--- src/rtl/arbitro_memoria.sv ---
// arbitro_memoria: round-robin arbiter sharing the single-port data memory between the CPU and an
// external requester, with bounded external lock bursts. Define ARB_PARK_CPU_EN to park ownership on the CPU when idle.
module arbitro_memoria #(
    parameter int unsigned ADDR_W    = 8,
    parameter int unsigned DATA_W    = 8,
    parameter int unsigned MAX_BURST = 4
) (
    input  logic              clk,
    input  logic              rst,
    input  logic              cpu_req,
    input  logic              cpu_we,
    input  logic [ADDR_W-1:0] cpu_addr,
    input  logic [DATA_W-1:0] cpu_wdata,
    output logic              cpu_gnt,
    output logic [DATA_W-1:0] cpu_rdata,
    output logic              stall,
    input  logic              ext_req,
    input  logic              ext_we,
    input  logic              ext_lock,
    input  logic [ADDR_W-1:0] ext_addr,
    input  logic [DATA_W-1:0] ext_wdata,
    output logic              ext_gnt,
    output logic [DATA_W-1:0] ext_rdata,
    output logic              mem_we,
    output logic [ADDR_W-1:0] mem_addr,
    output logic [DATA_W-1:0] mem_wdata,
    input  logic [DATA_W-1:0] mem_rdata
);

    localparam int unsigned      CNT_W   = (MAX_BURST > 1) ? $clog2(MAX_BURST) : 1;
    localparam logic [CNT_W-1:0] CNT_MAX = CNT_W'(MAX_BURST - 1);

    typedef enum logic [1:0] {
        OWN_NONE = 2'd0,
        OWN_CPU  = 2'd1,
        OWN_EXT  = 2'd2
    } owner_t;

    typedef enum logic {
        LAST_CPU = 1'b0,
        LAST_EXT = 1'b1
    } last_t;

`ifdef ARB_PARK_CPU_EN
    localparam owner_t IDLE_OWNER = OWN_CPU;
`else
    localparam owner_t IDLE_OWNER = OWN_NONE;
`endif

    owner_t           r_owner;
    last_t            r_last;
    logic [CNT_W-1:0] r_burst_cnt;

    owner_t           w_owner_nxt;
    last_t            w_last_nxt;
    logic [CNT_W-1:0] w_burst_nxt;
    logic             w_cpu_acc;
    logic             w_ext_acc;
    logic             w_limit;

    // State register; reset parks ownership and lets the CPU win the first tie
    always_ff @(posedge clk or posedge rst) begin
        if (rst) begin
            r_owner     <= IDLE_OWNER;
            r_last      <= LAST_EXT;
            r_burst_cnt <= '0;
        end else begin
            r_owner     <= w_owner_nxt;
            r_last      <= w_last_nxt;
            r_burst_cnt <= w_burst_nxt;
        end
    end

    // Next owner, round-robin history and burst counter
    always_comb begin
        w_owner_nxt = IDLE_OWNER;
        w_last_nxt  = r_last;
        w_burst_nxt = '0;
        w_cpu_acc   = (r_owner == OWN_CPU) && cpu_req;
        w_ext_acc   = (r_owner == OWN_EXT) && ext_req;
        w_limit     = (r_burst_cnt >= CNT_MAX);

        if (w_cpu_acc) begin
            w_last_nxt = LAST_CPU;
        end else if (w_ext_acc) begin
            w_last_nxt = LAST_EXT;
        end

        case (r_owner)
            OWN_NONE: begin
                if (cpu_req && ext_req) begin
                    w_owner_nxt = (r_last == LAST_EXT) ? OWN_CPU : OWN_EXT;
                end else if (cpu_req) begin
                    w_owner_nxt = OWN_CPU;
                end else if (ext_req) begin
                    w_owner_nxt = OWN_EXT;
                end
            end
            OWN_CPU: begin
                if (ext_req) begin
                    w_owner_nxt = OWN_EXT;
                end else if (cpu_req) begin
                    w_owner_nxt = OWN_CPU;
                end
            end
            OWN_EXT: begin
                if (ext_req && ext_lock && !w_limit) begin
                    w_owner_nxt = OWN_EXT;
                end else if (ext_req) begin
                    w_owner_nxt = cpu_req ? OWN_CPU : OWN_EXT;
                end else if (cpu_req) begin
                    w_owner_nxt = OWN_CPU;
                end
            end
            default: w_owner_nxt = IDLE_OWNER;
        endcase

        // Counts only while EXT keeps ownership; any hand-over restarts it
        if ((r_owner == OWN_EXT) && (w_owner_nxt == OWN_EXT)) begin
            w_burst_nxt = w_limit ? r_burst_cnt : r_burst_cnt + CNT_W'(1);
        end
    end

    // Memory datapath follows the current owner
    always_comb begin
        mem_we    = 1'b0;
        mem_addr  = '0;
        mem_wdata = '0;
        case (r_owner)
            OWN_CPU: begin
                mem_we    = cpu_we && cpu_req;
                mem_addr  = cpu_addr;
                mem_wdata = cpu_wdata;
            end
            OWN_EXT: begin
                mem_we    = ext_we && ext_req;
                mem_addr  = ext_addr;
                mem_wdata = ext_wdata;
            end
            default: begin
                mem_we    = 1'b0;
                mem_addr  = '0;
                mem_wdata = '0;
            end
        endcase
    end

    assign cpu_gnt   = (r_owner == OWN_CPU);
    assign ext_gnt   = (r_owner == OWN_EXT);
    assign stall     = cpu_req && !cpu_gnt;
    assign cpu_rdata = mem_rdata;
    assign ext_rdata = mem_rdata;

endmodule

--- config.mk ---
export PLATFORM = sky130hd
export DESIGN_NAME = arbitro_memoria
export DESIGN_NICKNAME = d
export VERILOG_FILES = /design/src/rtl/arbitro_memoria.sv
export SDC_FILE = /design/constraint.sdc
export NUM_CORES = 1
export LEC_CHECK = 0
export CAP_MARGIN = 25
export CORE_MARGIN = 2
export CORE_UTILIZATION = 28
export CTS_CLUSTER_SIZE = 14
export DETAILED_ROUTE_END_ITERATION = 10
export GPL_TIMING_DRIVEN = 0
export PLACE_DENSITY = 0.81
export SETUP_SLACK_MARGIN = 0.5
export SYNTH_ARGS = -nofsm -noshare
export SYNTH_HDL_FRONTEND = slang
export SYNTH_SLANG_ARGS = --single-unit
--- constraint.sdc ---
create_clock -name clk -period 1.7 [get_ports clk]
set_input_delay 0.17 -clock clk [delete_from_list [all_inputs] [get_ports clk]]
set_output_delay 0.17 -clock clk [all_outputs]
set_load 0.1 [all_outputs]
==> results of run 1 <==
## cell families (layout without fill, tap and decap cells)
logic type | count (synthesis) | count (layout) | synth area share
buf+inv | 26 | 110 | 0.220
fa+ha+maj | 5 | 5 | 0.0835
flops | 5 | 5 | 0.169
compound gates | 28 | 28 | 0.311
mux | 1 | 1 | 0.0134
xor+xnor | 1 | 1 | 0.0117
simple gates | 22 | 22 | 0.192
## Yosys cell counts (all sizes together)
cell / n
a21boi: 4
ha: 5
a22oi: 16
buf: 20
a2111oi: 2
inv: 5
xor2: 1
o311a: 1
a21oi: 2
dfrtp: 4
clkbuf: 1
nand3: 3
nor2b: 17
mux2i: 1
nand2: 1
o211a: 1
o21bai: 1
dfstp: 1
nand2b: 1
o21a: 1
## power groups by stage
stage	logic, mW	registers [mW]	clock network [mW]
after floorplan	2.57	0.205	0
after global placement	3.11	0.209	0
after detailed placement	3.15	0.211	0
after CTS	3.98	0.203	0.147
after global routing	4.32	0.214	0.153
final	4.19	0.211	0.150
## cell type report
| cell class | count | area, um2 |
|---|---|---|
| Buffer | 21 | 210 |
| Clock buffer | 4 | 26.3 |
| Fill cell | 107 | 270 |
| Inverter | 5 | 18.8 |
| Multi-Input combinational cell | 57 | 791 |
| Sequential cell | 5 | 126 |
| Tap cell | 30 | 37.5 |
| Timing Repair Buffer | 80 | 1020 |
## timing repair
item / CTS / global route
gates resized for setup: 248 / 9
setup endpoints to repair: 40 / 25
setup buffers: 5 / 0
gates cloned: 1 / 0
pin swaps: 16 / 1
## worst max path at each step
| stage | start | end | slack, ns | depth (start not counted) |
|---|---|---|---|---|
| after floorplan | r_owner[0] | mem_we | -0.15 | 5 |
| after CTS | r_owner[1] | mem_we | -0.01 | 5 |
| after detailed placement | r_owner[0] | mem_addr[4] | -1.03 | 5 |
| final | r_owner[0] | mem_addr[0] | -0.07 | 6 |
| after global placement | r_owner[0] | mem_wdata[3] | -0.99 | 5 |
| after global routing | r_owner[1] | mem_we | -0.13 | 6 |
## worst reg2reg max path: stages (launching register included)
cell	delay, ns
dfrtp_1	0.41
buf_4	0.16
ha_4	0.18
buf_4	0.16
o21bai_4	0.14
a21boi_4	0.10
o21a_1	0.20
## registers in the layout, summed over array words and instances, names as in the netlist
name and flops:
r_burst_cnt 2, r_last 1, r_owner 2
## metal layers
layer	share of wire	routed length, um
met1	0.37	1500
met3	0.077	311
met4	0.032	131
met5	0	0
met2	0.52	2110
## through the flow
step / hold WS [ns] / util / std cells / setup slack, ns
finish: 0.110 / 0.892 / 202 / -0.0672
global route: 0.152 / 0.892 / 202 / -0.126
CTS: 0.107 / 0.865 / 202 / -0.0133
detailed placement: 0.373 / 0.712 / 192 / -1.03
global placement: 0.370 / 0.712 / 192 / -0.993
floorplan: -0.0522 / - / 88 / -0.154
==> flow_metrics.py, run 1 <==
metrics = {
    "yosys": {
        "yosys_warnings": 0,
        "synth_area_leaders": "buf_4 17%, a22oi_1 16%, nor2b_1 14%",
        "ys_seq_area_frac": 0.169,
        "syn_inst": 88,
        "syn_avg_cell_area_um2": 8.52,
        "ys_ff_latch": 5,
        "synth_top_area_share": 0.170,
        "synth.distinct_cells": 24,
        "syn-cell-area_um2": 749,
        "syn_nets": 140,
        "synth_top_cell_by_area": "buf_4",
    },
    "clock_tree": {
        "clockBufferDepth": 2,
        "cts_root_buf": "clkbuf_4",
        "cts_buffers": 3,
        "clk_latency_ns": 0.25,
        "cts_hold_buf": 0,
        "cts_sinks": 5,
        "cts.clk_slew.worst_paths_ns": 0.05,
        "cts.htree.levels": 1,
        "cts_tree": "built",
    },
    "timing": {
        "maxSlewHeadroom": 0.615,
        "fin_crit_ns": 1.77,
        "fin_ws_ns": -0.0672,
        "setup_viol": 17,
        "fin_tns_setup_ns": -0.700,
        "max_slew.worst_pin.slew_ns": 0.581,
        "fin_crit_sh": 1.04,
        "hold_violations": 0,
        "clock_skew_ns": 0.00165,
        "rsz0062_at_grt": "yes",
        "clock.fmax_mhz": 566,
        "slew_violations": 0,
    },
    "global_routing": {
        "met3_usage": 0.0442,
        "grt_usage": 0.241,
        "grt_first_pass_wirelength_mm": 5.89,
        "use_met2": 0.486,
        "antenna_found_initial": 0,
        "grt-busiest-layer": "met2",
        "first_global_vias": 1149,
        "grt_max_degree": 11,
        "grt.met1_usage": 0.255,
        "grt_overflow": 0,
    },
    "pwr": {
        "p_leak_nw": 0.878,
        "powerDensity_nw_per_um2": 2040,
        "switching_share": 0.546,
        "pwr-share-comb": 0.921,
        "power.internal_mw": 2.07,
        "power_frac_clock": 0.033,
        "p_total_mw": 4.55,
        "ir_drop_uv": 1710,
        "seqPwrFrac": 0.046,
        "p_sw_mw": 2.49,
    },
    "worst_setup_path": {
        "end_kind": "output port",
        "start_kind": "register",
        "crit_top_cell": "buf_12",
        "slowest_stage": "dfrtp_1",
        "critPathArrivalTime_ns": 1.60,
        "path_max_fanout": 10,
        "r2r_start": "r_owner[0]",
        "worst-path-buf-inv": 3,
        "slowest_delay_ns": 0.41,
        "path_cells": "buf_4, ha_4, buf_12, a22oi_2, nor2b_4, buf_12",
        "r2r-end": "r_owner[0]",
        "required_ns": 1.53,
        "ff2ff_path_depth": 6,
        "rrSetupSlack_ns": 0.23,
        "cp_top_family": "buffers and inverters",
        "path_class": "register to output port",
    },
    "placement": {
        "dpl_cell_area_um2": 1780,
        "hpwl_mm": 2.24,
        "place.gp.congestion": 0.859,
        "place.port_buffers": 74,
    },
    "detailed_routing": {
        "drt_iter0_markers": 40,
        "viasPerCell": 5.10,
        "drtAntennaViolNets": 0,
        "dr.pass1.iters": 4,
        "via_count": 1031,
        "drc": 0,
        "routed_wl_mm": 4.06,
        "wl_per_cell_um": 20.1,
    },
    "final_layout": {
        "synthToLayoutAreaGrowth_pct": 197,
        "fin_nets": 225,
        "final_layout_size_suffix_gt1_frac": 0.669,
        "n_antenna_cell": 0,
        "final_common_cell": "clkdlybuf4s50_1",
        "finalInstanceArea_um2": 2230,
        "layout_common_cells": "38 x clkdlybuf4s50_1, 23 x buf_12, 19 x buf_4",
    },
    "floorplanning": {
        "die_w_um": 55.7,
        "start_util": 0.300,
        "rows": 18,
        "core_area_um2": 2500,
        "die_h_um": 55.7,
        "fp.dieArea_um2": 3110,
        "io_pins": 83,
    },
    "outcome": {
        "outcome": "finished, violations left",
        "violations": "setup timing",
    },
    "flow_run": {
        "maxCapViolCount": 0,
    },
    "min_path": {
        "holdCritPathClass": "input port to asynchronous set/reset pin",
    },
}
No activity file was read; power rests on OpenSTA's default activity.
==> inputs of run 2 (changes only) <==
CAP_MARGIN = 20   (was 25)
CTS_BUF_LIST = sky130_fd_sc_hd__clkbuf_2 sky130_fd_sc_hd__clkbuf_4 sky130_fd_sc_hd__clkbuf_8   (was unset)
TNS_END_PERCENT = 50   (was unset)
==> run 2 against run 1 <==
The run still ends with setup timing left. Sequential cell count did not move. Critical endpoint is now mem_wdata[1]. Combinational power rose by 1%. Clock power rose by 9%. Largest power group unchanged.
==> flow_metrics.py, run 2 (synthesized netlist as in run 1, its figures left out) <==
metrics = {
    "outcome": {
        "outcome": "finished, violations left",
        "violations": "setup timing",
    },
    "timing": {
        "hold_violations": 0,
        "fin_crit_ns": 1.76,
        "clock.fmax_mhz": 570,
        "fin_crit_sh": 1.03,
        "clock_skew_ns": 0.00504,
        "fin_ws_ns": -0.0553,
        "setup_viol": 17,
        "rsz0062_at_grt": "yes",
        "max_slew.worst_pin.slew_ns": 0.458,
        "slew_violations": 0,
        "maxSlewHeadroom": 0.694,
    },
    "pwr": {
        "power.internal_mw": 2.17,
        "ir_drop_uv": 1880,
        "powerDensity_nw_per_um2": 2110,
        "pwr-share-comb": 0.918,
        "power_frac_clock": 0.035,
        "seqPwrFrac": 0.046,
        "switching_share": 0.530,
        "p_sw_mw": 2.44,
        "p_leak_nw": 0.909,
    },
    "final_layout": {
        "synthToLayoutAreaGrowth_pct": 192,
        "finalInstanceArea_um2": 2190,
        "largestRegisters": "r_burst_cnt: 2 flops, r_owner: 2 flops, r_last: 1 flops",
        "fillers": 106,
        "final_layout_size_suffix_gt1_frac": 0.685,
        "fin_nets": 231,
        "n_antenna_cell": 0,
        "layout_common_cells": "38 x buf_4, 38 x clkdlybuf4s50_1, 21 x buf_12",
        "utilization": 0.875,
    },
    "clock_tree": {
        "cts_tree": "built",
        "cts_buffers": 3,
        "cts.clk_slew.worst_paths_ns": 0.05,
        "cts_sinks": 5,
        "clk_latency_ns": 0.25,
        "clockBufferDepth": 2,
        "cts_hold_buf": 0,
        "cts.htree.levels": 1,
        "cts_root_buf": "clkbuf_4",
    },
    "worst_setup_path": {
        "path_class": "register to output port",
        "rrSetupSlack_ns": 0.13,
        "start_kind": "register",
        "cp_top_family": "flip-flops",
        "path_cells": "inv_2, ha_4, buf_4, nor2b_4, buf_12",
        "end_kind": "output port",
        "slowest_delay_ns": 0.43,
        "worst-path-buf-inv": 3,
        "slowest_stage": "dfrtp_1",
        "required_ns": 1.53,
        "path_max_fanout": 5,
        "critPathArrivalTime_ns": 1.59,
    },
    "global_routing": {
        "grt_first_pass_wirelength_mm": 5.66,
        "grt_overflow": 0,
        "antenna_found_initial": 0,
        "grt_usage": 0.229,
        "first_global_vias": 1142,
        "grt_max_degree": 11,
    },
    "flow_run": {
        "maxCapViolCount": 0,
    },
    "floorplanning": {
        "fp.dieArea_um2": 3110,
        "die_w_um": 55.7,
        "core_area_um2": 2500,
        "start_util": 0.300,
        "die_h_um": 55.7,
        "io_pins": 83,
        "rows": 18,
    },
    "placement": {
        "place.gp.congestion": 0.855,
        "hpwl_mm": 2.21,
        "dpl_cell_area_um2": 1760,
        "place.port_buffers": 74,
        "post-place-ws_ns": -1.03,
    },
    "detailed_routing": {
        "drc": 0,
        "drt_iter0_markers": 25,
        "wl_per_cell_um": 18.4,
        "viasPerCell": 5.00,
        "via_count": 1040,
        "routed_wl_mm": 3.83,
        "dr.pass1.iters": 4,
        "drtAntennaViolNets": 0,
    },
    "min_path": {
        "holdCritPathClass": "input port to asynchronous set/reset pin",
    },
}
==> run 2: final timing paths <==
path / start / end / depth (start not counted)
setup reg to reg: r_owner[0] / r_burst_cnt[1] / 6
hold reg to reg: r_last / r_last / 2
setup / recovery: r_owner[1] / mem_wdata[1] / 5
max in group asynchronous: rst / r_last / 2
hold / removal: rst / r_burst_cnt[0] / 2
min in group clk: ext_lock / r_burst_cnt[0] / 3
==> run 2: final cells by class <==
cell class                 instances  area (um2)  share of cell area
buffer                            21         200              0.0915
multi-input combinational         57         742               0.339
clock buffer                       4        30.0              0.0137
sequential                         5         126              0.0577
inverter                           5        18.8             0.00858
tap                               30        37.5              0.0172
timing repair buffer              86        1030               0.472
==> run 2: layer usage <==
layer | track usage | wire length (um) | up-vias
met2 | 0.466 | 2060 | 71
met4 | 0.0592 | 84 | 0
met1 | 0.230 | 1380 | 482
met3 | 0.0442 | 312 | 9
met5 | 0 | 0 | -
li1 | - | - | 478
==> run 2: power groups by stage <==
stage / clock, mW / combinational, mW / sequential (mW)
floorplan: 0 / 2.54 / 0.205
global placement: 0 / 3.08 / 0.208
detailed placement: 0 / 3.12 / 0.214
CTS: 0.158 / 4.05 / 0.206
global route: 0.175 / 4.36 / 0.216
finish: 0.163 / 4.23 / 0.214
==> run 2: metrics by stage <==
step | std cells | total power, mW | hold WS (ns) | TNS, ns
floorplan | 88 | 2.75 | -0.0522 | -2.17
global placement | 192 | 3.29 | 0.372 | -16.30
detailed placement | 192 | 3.33 | 0.376 | -16.94
CTS | 204 | 4.42 | 0.117 | -0.307
global route | 208 | 4.75 | 0.146 | -1.31
finish | 208 | 4.61 | 0.125 | -0.500
==> run 2: what timing repair did <==
item,4_1_cts,5_1_grt
endpoints found under the setup margin,40,25
gates resized for setup,221,5
buffers inserted,6,4
cloned,2,0
pin swaps,12,9
==> run 2: worst reg2reg max path: stages (launching register included) <==
cell and delay, ns:
dfrtp_1 0.40, inv_2 0.11, ha_4 0.20, buf_8 0.16
buf_4 0.13, nand3_2 0.08, a2111oi_2 0.37
